--- src/rtl/dice_pkg.sv ---
// Shared constants for the dice turn controller: throw width, legal face range and FSM encodings.
package dice_pkg;

   localparam int unsigned THROW_W = 3;
   localparam logic [THROW_W-1:0] FACE_MIN = 3'd1;
   localparam logic [THROW_W-1:0] FACE_MAX = 3'd6;

   typedef logic [2:0] state_t;

   localparam state_t IDLE   = 3'd0;
   localparam state_t ROLL   = 3'd1;
   localparam state_t SETTLE = 3'd2;
   localparam state_t REPORT = 3'd3;
   localparam state_t DONE   = 3'd4;

   // Points a face is worth; a face outside 1..6 is reported but scores nothing.
   function automatic logic [THROW_W-1:0] face_points(input logic [THROW_W-1:0] face);
      return (face >= FACE_MIN && face <= FACE_MAX) ? face : '0;
   endfunction

endpackage

--- src/rtl/rr_arbiter.sv ---
// Combinational round-robin pick: first requester above ptr, wrapping, as one-hot and index.
module rr_arbiter #(
   parameter int unsigned NUM_PLAYERS = 4
) (
   input  logic [NUM_PLAYERS-1:0]         req,
   input  logic [$clog2(NUM_PLAYERS)-1:0] ptr,
   output logic [NUM_PLAYERS-1:0]         gnt,
   output logic [$clog2(NUM_PLAYERS)-1:0] idx,
   output logic                           found
);

   localparam int unsigned PW = $clog2(NUM_PLAYERS);

   logic [PW-1:0] cand;

   always_comb begin
      gnt   = '0;
      idx   = '0;
      found = 1'b0;
      cand  = '0;
      // ptr itself is visited last, so the previous owner has the lowest priority.
      for (int unsigned i = 1; i <= NUM_PLAYERS; i++) begin
         cand = PW'((32'(ptr) + i) % NUM_PLAYERS);
         if (!found && req[cand]) begin
            found     = 1'b1;
            gnt[cand] = 1'b1;
            idx       = cand;
         end
      end
   end

endmodule

--- src/rtl/dice_turn_ctrl.sv ---
// Shares one dice between NUM_PLAYERS buttons: grant, roll, settle, report, score, detect winner.
// Define DICE_CTRL_DOUBLE_SIX_EN to give a bonus turn after a non-winning six.
module dice_turn_ctrl
   import dice_pkg::*;
#(
   parameter int unsigned NUM_PLAYERS     = 4,
   parameter int unsigned SCORE_W         = 8,
   parameter int unsigned WIN_SCORE       = 30,
   parameter int unsigned MAX_ROLL_CYCLES = 1000
) (
   input  logic                           clk,
   input  logic                           rst,
   input  logic [NUM_PLAYERS-1:0]         req,
   input  logic [THROW_W-1:0]             throw_i,
   input  logic                           new_game,
   output logic                           roll_o,
   output logic [NUM_PLAYERS-1:0]         grant_o,
   output logic                           result_valid,
   input  logic                           result_ready,
   output logic [$clog2(NUM_PLAYERS)-1:0] result_player,
   output logic [THROW_W-1:0]             result_throw,
   output logic                           timeout_o,
   output logic [NUM_PLAYERS*SCORE_W-1:0] scores,
   output logic                           game_over,
   output logic [$clog2(NUM_PLAYERS)-1:0] winner
);

   localparam int unsigned PW = $clog2(NUM_PLAYERS);
   localparam int unsigned CW = $clog2(MAX_ROLL_CYCLES + 1);
   localparam logic [CW-1:0] CNT_MAX = CW'(MAX_ROLL_CYCLES);
   localparam logic [SCORE_W-1:0] SCORE_SAT = '1;
   localparam logic [PW-1:0] PTR_INIT = PW'(NUM_PLAYERS - 1);

   state_t                 state_q, state_d;
   logic [NUM_PLAYERS-1:0] grant_q, arb_gnt;
   logic [PW-1:0]          gidx_q, ptr_q, ptr_next, arb_idx, res_player_q, winner_q;
   logic                   arb_found;
   logic [CW-1:0]          cnt_q;
   logic                   timeout_q;
   logic [THROW_W-1:0]     res_throw_q;
   logic [SCORE_W-1:0]     score_q [NUM_PLAYERS];
   logic [SCORE_W-1:0]     base, new_score;
   logic [SCORE_W:0]       sum;
   logic                   accept, win;

   rr_arbiter #(
      .NUM_PLAYERS(NUM_PLAYERS)
   ) u_arb (
      .req  (req),
      .ptr  (ptr_q),
      .gnt  (arb_gnt),
      .idx  (arb_idx),
      .found(arb_found)
   );

   assign roll_o        = (state_q == ROLL);
   assign result_valid  = (state_q == REPORT);
   assign game_over     = (state_q == DONE);
   assign grant_o       = grant_q;
   assign result_player = res_player_q;
   assign result_throw  = res_throw_q;
   assign timeout_o     = result_valid & timeout_q;
   assign winner        = winner_q;
   assign accept        = result_valid & result_ready;

   // A coincident new_game clears first; the accepted throw then lands on a zero score.
   always_comb begin
      base      = new_game ? '0 : score_q[gidx_q];
      sum       = {1'b0, base} + (SCORE_W + 1)'(face_points(res_throw_q));
      new_score = sum[SCORE_W] ? SCORE_SAT : sum[SCORE_W-1:0];
      win       = (32'(new_score) >= WIN_SCORE);
   end

   always_comb begin
`ifdef DICE_CTRL_DOUBLE_SIX_EN
      // Parking the pointer just behind the roller makes them first in line again.
      if (res_throw_q == FACE_MAX && !win) begin
         ptr_next = (gidx_q == '0) ? PTR_INIT : gidx_q - PW'(1);
      end else begin
         ptr_next = gidx_q;
      end
`else
      ptr_next = gidx_q;
`endif
   end

   always_comb begin
      state_d = state_q;
      case (state_q)
         IDLE:    if (arb_found) state_d = ROLL;
         ROLL:    if (!req[gidx_q] || cnt_q == CNT_MAX) state_d = SETTLE;
         SETTLE:  state_d = REPORT;
         REPORT:  if (result_ready) state_d = win ? DONE : IDLE;
         DONE:    if (new_game) state_d = IDLE;
         default: state_d = IDLE;
      endcase
   end

   always_ff @(posedge clk or posedge rst) begin
      if (rst) begin
         state_q      <= IDLE;
         grant_q      <= '0;
         gidx_q       <= '0;
         ptr_q        <= PTR_INIT;
         cnt_q        <= '0;
         timeout_q    <= 1'b0;
         res_throw_q  <= '0;
         res_player_q <= '0;
         winner_q     <= '0;
      end else begin
         state_q <= state_d;
         case (state_q)
            IDLE: begin
               if (arb_found) begin
                  grant_q   <= arb_gnt;
                  gidx_q    <= arb_idx;
                  cnt_q     <= CW'(1);
                  timeout_q <= 1'b0;
               end
            end
            ROLL: begin
               if (req[gidx_q]) begin
                  if (cnt_q == CNT_MAX) timeout_q <= 1'b1;
                  else                  cnt_q     <= cnt_q + CW'(1);
               end
            end
            SETTLE: begin
               res_throw_q  <= throw_i;
               res_player_q <= gidx_q;
            end
            REPORT: begin
               if (result_ready) begin
                  grant_q <= '0;
                  ptr_q   <= ptr_next;
                  if (win) winner_q <= gidx_q;
               end
            end
            DONE: begin
               if (new_game) begin
                  ptr_q    <= PTR_INIT;
                  winner_q <= '0;
               end
            end
            default: ;
         endcase
      end
   end

   always_ff @(posedge clk or posedge rst) begin
      if (rst) begin
         for (int unsigned i = 0; i < NUM_PLAYERS; i++) score_q[i] <= '0;
      end else begin
         if (new_game) begin
            for (int unsigned i = 0; i < NUM_PLAYERS; i++) score_q[i] <= '0;
         end
         if (accept) score_q[gidx_q] <= new_score;
      end
   end

   always_comb begin
      scores = '0;
      for (int unsigned i = 0; i < NUM_PLAYERS; i++) scores[i*SCORE_W +: SCORE_W] = score_q[i];
   end

endmodule

--- config.mk ---
export PLATFORM = sky130hd
export DESIGN_NAME = dice_turn_ctrl
export DESIGN_NICKNAME = d
export VERILOG_FILES = /design/src/rtl/dice_pkg.sv /design/src/rtl/rr_arbiter.sv /design/src/rtl/dice_turn_ctrl.sv
export SDC_FILE = /design/constraint.sdc
export NUM_CORES = 1
export LEC_CHECK = 0
export ABC_AREA = 1
export CAP_MARGIN = 20
export CORE_MARGIN = 2
export CORE_UTILIZATION = 30
export DETAILED_ROUTE_END_ITERATION = 8
export PLACE_DENSITY = 0.47
export SYNTH_ARGS = -nofsm -noshare
export SYNTH_HDL_FRONTEND = slang
export SYNTH_SLANG_ARGS = --single-unit
--- constraint.sdc ---
create_clock -name clk -period 4.39 [get_ports clk]
set_input_delay 0.878 -clock clk [delete_from_list [all_inputs] [get_ports clk]]
set_output_delay 0.878 -clock clk [all_outputs]
set_load 0.05 [all_outputs]
==> run_results.csv, run 1 <==
group,metric,value,unit
floorplan,die_h,117,µm
sta,tightestPinTransition,571,ps
yosys,synth_area,3810,µm²
sta,finalSetupViolations,0,
yosys,yosys.area_share.simple,0.308,
critical_path,r2r-start,"gidx_q[1]$_DFFE_PP0P_",
clock_tree,clock_sinks,61,
global_route,grt_max_degree,44,
critical_path,criticalPathCategory,"reg2reg",
placement,dpl.cell_count,715,
yosys,synth_area_leaders,"dfrtp_1 39%, nand2_1 13%, nand3_1 6.7%",
critical_path,required,4610,ps
clock_tree,ctsLongestPathBuffers,2,
layout,stdcell_count,732,
clock_tree,clkTransAtPathRegs,50,ps
yosys,synth_ff_type,"dfrtp_1",
sta,finalClockSkew,5.98,ps
floorplan,fp.dieW,117,µm
yosys,synth_area_per_cell,7.65,µm²
drt,ant_nets,0,
critical_path,path_max_fanout,11,
clock_tree,numCtsBuffers,9,
pwr,powerDensity,591,nW/µm²
clock_tree,cts_hold_buf,0,
min_path,min_delay_path_depth,2,
drt,vias_per_cell,4.75,
critical_path,reg2regPathDepth,19,
critical_path,r2r-end,"winner[1]$_DFFE_PP0P_",
global_route,grt_usage,0.167,
yosys,synth_xor_xnor_area_share,0.0138,
sta,relSlewSlack,0.618,
yosys,synth_compound_area_frac,0.137,
min_path,hold_class,"reg2reg",
clock_tree,cts_resized,0,
yosys,yosysTopAreaCell,"dfrtp_1",
critical_path,worst_setup_path_end_kind,"flip-flop",
clock_tree,worstSkewPairLatency,330,ps
clock_tree,cts_max_level,3,
yosys,ys_seq_area_frac,0.401,
yosys,ys_ff_latch,61,
global_route,overflow,0,
global_route,antenna_found_initial,0,
pwr,cellLeakagePower,2.29,nW
sta,period_share,0.730,
yosys,synth.top_cell.area_share,0.388,
global_route,grt_pass1_vias,3429,
yosys,yosysMostFrequentCell,"nand2_1",
placement,post-dp-hpwl,7650,µm
yosys,synth_fa_ha_area_frac,0.0480,
yosys,synth-edff-count,0,
floorplan,io_pins,58,
placement,port_buffers,57,
yosys,synthMuxAreaShare,0,
yosys,synth_top_family_by_area,"simple AND/OR/NAND/NOR gates",
layout,nNetsFinal,580,
pwr,finalPower,0.00290,W
drt,drtPass1Iterations,4,
global_route,grt_pass1_wl,17600,µm
clock_tree,clockRootBuffer,"clkbuf_16",
floorplan,die-area,13600,µm²
floorplan,initial_core_util,0.304,
sta,timing.setup.tns,0,ps
drt,drc,0,
floorplan,row_count,41,
critical_path,reg2reg_slack,1190,ps
sta,fmax,312,MHz
critical_path,cp.arrival,3430,ps
drt,post_drt_wl_per_cell,14.2,µm
sta,rsz0062_at_grt,"no",
layout,layout-drive-gt1-share,0.116,
clock_tree,cts_tree,"done",
min_path,hold_end,"winner[1]$_DFFE_PP0P_",
clock_tree,post_cts_buffers,0,
yosys,syn_nets,523,
yosys,synth_common_cells,"127 x nand2_1, 59 x dfrtp_1, 54 x inv_1",
status,outcome,"finished, final reports clean",
layout,num_antenna_cells,0,
sta,period_minus_slack,3200,ps
min_path,min_from,"winner[1]$_DFFE_PP0P_",
sta,finalHoldViolCount,0,
drt,wl,10400,µm
placement,gp_congestion,0.865,
job,drv_cap,0,
yosys,async_flop_share,1.00,
sta,finalMaxSlewViolations,0,
yosys,synthCells,498,
drt,vias,3478,
yosys,synth_warnings,0,
drt,drtIter0Drc,189,
critical_path,startpoint_type,"flip-flop",
layout,syn_to_final_growth,28.7,%
floorplan,core_area,12500,µm²
pwr,peakVddDrop,0.000229,V
yosys,synth.distinct_cells,44,
where the power goes:
part | switching (W) | internal [W] | total, W
clock network | 0.000276 | 0.000616 | 0.000891
registers | 0.000103 | 0.000660 | 0.000763
logic | 0.000875 | 0.000366 | 0.00124
layer usage:
metal  global-route usage  vias to the layer above  part of all wire
met1                0.234                     1625              0.50
met4               0.0706                        0             0.017
li1                     -                     1747                 -
met5                    0                        -                 0
met2                0.256                       89              0.44
met3               0.0254                       17             0.043
worst max-delay path by stage:
stage,startpoint,slack (ps),end
after floorplan,state_q[2]$_DFFE_PP0P_,1730,timeout_o
after global placement,new_game,1030,winner[1]$_DFFE_PP0P_
after detailed placement,new_game,940,winner[1]$_DFFE_PP0P_
after CTS,gidx_q[1]$_DFFE_PP0P_,1130,winner[1]$_DFFE_PP0P_
after global routing,gidx_q[1]$_DFFE_PP0P_,800,winner[1]$_DFFE_PP0P_
final,gidx_q[1]$_DFFE_PP0P_,1190,winner[1]$_DFFE_PP0P_
cell usage in the layout (no fill, tap or decap), drive strengths merged, types with 5 or more instances in the layout:
master / n
o21ai: 53
inv: 64
clkbuf: 9
ha: 13
nor3: 14
nand3: 55
nand2: 139
a22oi: 13
xor2: 5
a21oi: 13
dfrtp: 59
nor2: 36
clkdlybuf4s50: 57
registers in the layout (all words and copies together), names as in the netlist:
| signal | cells |
|---|---|
| scores | 32 |
| cnt_q | 10 |
| grant_o | 4 |
| result_throw | 3 |
| state_q | 3 |
| gidx_q | 2 |
| ptr_q | 2 |
| result_player | 2 |
| winner | 2 |
| timeout_q | 1 |
area by class of cell:
class / count / area (µm²)
clock buffer: 9 / 225
clock inverter: 7 / 146
fill: 1337 / 7620
inverter: 63 / 244
multi-input combinational: 359 / 1930
sequential: 61 / 1530
tap: 172 / 215
timing repair buffer: 61 / 613
worst max-delay path, stage by stage, from the launching register on:
cell	delay [ps]
dfrtp_1	640
inv_1	370
nor2_2	260
a22oi_1	90
a21oi_1	260
ha_1	290
nand2_1	60
nor2_1	40
nor2_1	150
inv_1	70
nand2_1	100
nor2_2	60
nand2_1	60
nand2_1	80
a21oi_4	200
nand3_2	100
nand2_2	70
nand2_2	60
nand3_1	70
nand2_1	50
cells by family (layout without fill, tap and decap cells):
group / Yosys count / count (layout)
flops: 61 / 61
xor+xnor: 6 / 6
compound gates: 88 / 88
fa+ha+maj: 14 / 14
buf+inv: 78 / 140
simple gates: 251 / 251
through the flow:
stage | util | instance area, µm² | hold slack (ps) | worst slack [ps]
after detailed placement | 0.360 | 4510 | 480 | 938
after global routing | 0.392 | 4900 | 524 | 804
final | 0.392 | 4900 | 491 | 1190
after global placement | 0.360 | 4510 | 480 | 1030
after floorplan | - | 3810 | 465 | 1730
after CTS | 0.390 | 4880 | 494 | 1130
(Power assumes the default switching activity.)
==> inputs of run 2 (changes only) <==
- PLACE_DENSITY: 0.47 -> 0.49
- clock period: 4.39 -> 2.7 ns (I/O delays scaled with it)
==> run_results.csv, run 2 (synthesized netlist as in run 1, its figures left out) <==
group,metric,value,unit
sta,fmax,392,MHz
drt,post_drt_wl_per_cell,13.9,µm
pwr,swShare,0.427,
global_route,grt_max_degree,28,
layout,fillers,1307,
pwr,powerDensity,942,nW/µm²
placement,gp_congestion,0.853,
layout,multi_input_area,2030,µm²
pwr,peakVddDrop,0.000355,V
pwr,finalPower,0.00492,W
global_route,antenna_found_initial,0,
drt,vias_per_cell,4.66,
drt,ant_nets,0,
placement,port_buffers,57,
global_route,grt_pass1_vias,3470,
drt,wl,10600,µm
pwr,seq_power_share,0.251,
critical_path,path_max_fanout,6,
pwr,cellLeakagePower,2.45,nW
min_path,min_delay_path_depth,2,
sta,finalSetupViolations,0,
sta,finalClockSkew,5.92,ps
layout,layout_commonest_cell,"nand2_1",
drt,drtIter0Drc,173,
clock_tree,cts_tree,"done",
pwr,switchingPower,0.00210,W
sta,finalMaxSlewViolations,0,
drt,drtPass1Iterations,4,
critical_path,reg2reg_slack,150,ps
placement,post-dp-hpwl,7900,µm
placement,dpl-instance-area,4720,µm²
status,outcome,"finished, final reports clean",
critical_path,worst_setup_path_end_kind,"flip-flop",
min_path,hold_end,"winner[0]$_DFFE_PP0P_",
drt,drc,0,
layout,layout-drive-gt1-share,0.204,
pwr,p_clk_frac,0.280,
critical_path,reg2regPathDepth,19,
layout,num_antenna_cells,0,
job,drv_cap,0,
layout,syn_to_final_growth,37.2,%
min_path,min_from,"winner[0]$_DFFE_PP0P_",
critical_path,criticalPathCategory,"reg2reg",
placement,dpl.cell_count,740,
floorplan,die_h,117,µm
floorplan,initial_core_util,0.304,
global_route,grt_usage,0.167,
clock_tree,cts_max_level,3,
clock_tree,cts_hold_buf,0,
critical_path,cp.arrival,2770,ps
min_path,hold_class,"reg2reg",
floorplan,fp.dieW,117,µm
sta,tightestPinTransition,568,ps
sta,period_share,0.944,
sta,period_minus_slack,2550,ps
clock_tree,clockRootBuffer,"clkbuf_16",
clock_tree,ctsLongestPathBuffers,2,
sta,relSlewSlack,0.621,
global_route,grt_pass1_wl,17500,µm
layout,seqCellArea,1530,µm²
clock_tree,worstSkewPairLatency,340,ps
critical_path,r2r-end,"winner[1]$_DFFE_PP0P_",
sta,timing.setup.tns,0,ps
layout,nNetsFinal,609,
clock_tree,clkTransAtPathRegs,50,ps
layout,final_area,5230,µm²
layout,final_util,0.418,
layout,final_cell_mix,"121 x nand2_1, 58 x dfrtp_1, 55 x clkdlybuf4s50_1",
drt,vias,3547,
critical_path,startpoint_type,"flip-flop",
floorplan,die-area,13600,µm²
clock_tree,numCtsBuffers,9,
floorplan,io_pins,58,
critical_path,r2r-start,"gidx_q[0]$_DFFE_PP0P_",
pwr,power_frac_comb,0.469,
pwr,internal_power,0.00282,W
critical_path,required,2920,ps
sta,finalHoldViolCount,0,
floorplan,core_area,12500,µm²
layout,stdcell_count,761,
global_route,overflow,0,
floorplan,row_count,41,
clock_tree,clock_sinks,61,
layout,largest_reg_flops,32,
[run 2: changes by cell type in the layout (fill, tap and decap cells not counted), moves of 3 or more]
cell     before  now
buf_4         3   32
a21oi_2       1    4
a22oi_1      12    6
a21oi_1      11    8
nand2_2       8   14
nor2_4        3    7
nor2_1       26   23
a22oi_2       1    7
nand2_1     127  121
[run 2: layer usage]
metal  track usage  share of wire  up-vias
li1              -              -     1801
met1         0.230           0.47     1666
met2         0.255           0.47       67
met3        0.0400          0.048       13
met4        0.0651          0.015        0
met5             0              0        -
[run 2: layout make-up]
type,instances,share of cell area
Clock inverter,5,0.0203
Clock buffer,11,0.0484
Inverter,63,0.0467
Sequential cell,61,0.293
Timing Repair Buffer,90,0.161
Multi-Input combinational cell,359,0.389
Tap cell,172,0.0412
[run 2: what timing repair did]
item / in CTS / in global routing
resized for setup: 4 / 29
pin swaps: 1 / 14
buffers inserted: 0 / 5
endpoints found under the setup margin: 7 / 27
[run 2: how the worst max path moves through the flow]
| stage | start | to | slack (ps) |
|---|---|---|---|
| after floorplan | gidx_q[0]$_DFFE_PP0P_ | winner[0]$_DFFE_PP0P_ | 90 |
| after global placement | new_game | winner[0]$_DFFE_PP0P_ | -110 |
| after detailed placement | new_game | winner[1]$_DFFE_PP0P_ | -240 |
| after CTS | gidx_q[0]$_DFFE_PP0P_ | winner[1]$_DFFE_PP0P_ | 10 |
| after global routing | gidx_q[0]$_DFFE_PP0P_ | winner[0]$_DFFE_PP0P_ | -30 |
| final | gidx_q[0]$_DFFE_PP0P_ | winner[1]$_DFFE_PP0P_ | 150 |
[run 2: power groups by stage]
stage / clock network, W / registers (W) / logic, W
5_1_grt: 0.00146 / 0.00127 / 0.00257
6_report: 0.00138 / 0.00124 / 0.00231
3_5_place_dp: 0 / 0.00125 / 0.00222
2_1_floorplan: 0 / 0.00142 / 0.00135
3_3_place_gp: 0 / 0.00124 / 0.00220
4_1_cts: 0.00141 / 0.00123 / 0.00224
[run 2: worst max-delay path, cell delays in order (launching register included)]
cell     delay, ps
dfrtp_1        410
buf_12         160
nand2_2         70
inv_2           60
a22oi_2        190
a21oi_2         70
ha_2           190
fa_2           340
nand2_1         90
nand2_2         60
nand3_2        100
nor2_4          50
nand2_4         90
inv_2           70
a21oi_4        130
nand3_2         90
nand2_2         70
nand2_2         70
nand3_1         70
nand2_1         50
[run 2: through the flow]
stage | hold slack [ps] | setup slack (ps)
finish | 496 | 152
global route | 538 | -27.2
detailed placement | 481 | -235
floorplan | 465 | 85.7
CTS | 495 | 14.8
global placement | 472 | -115
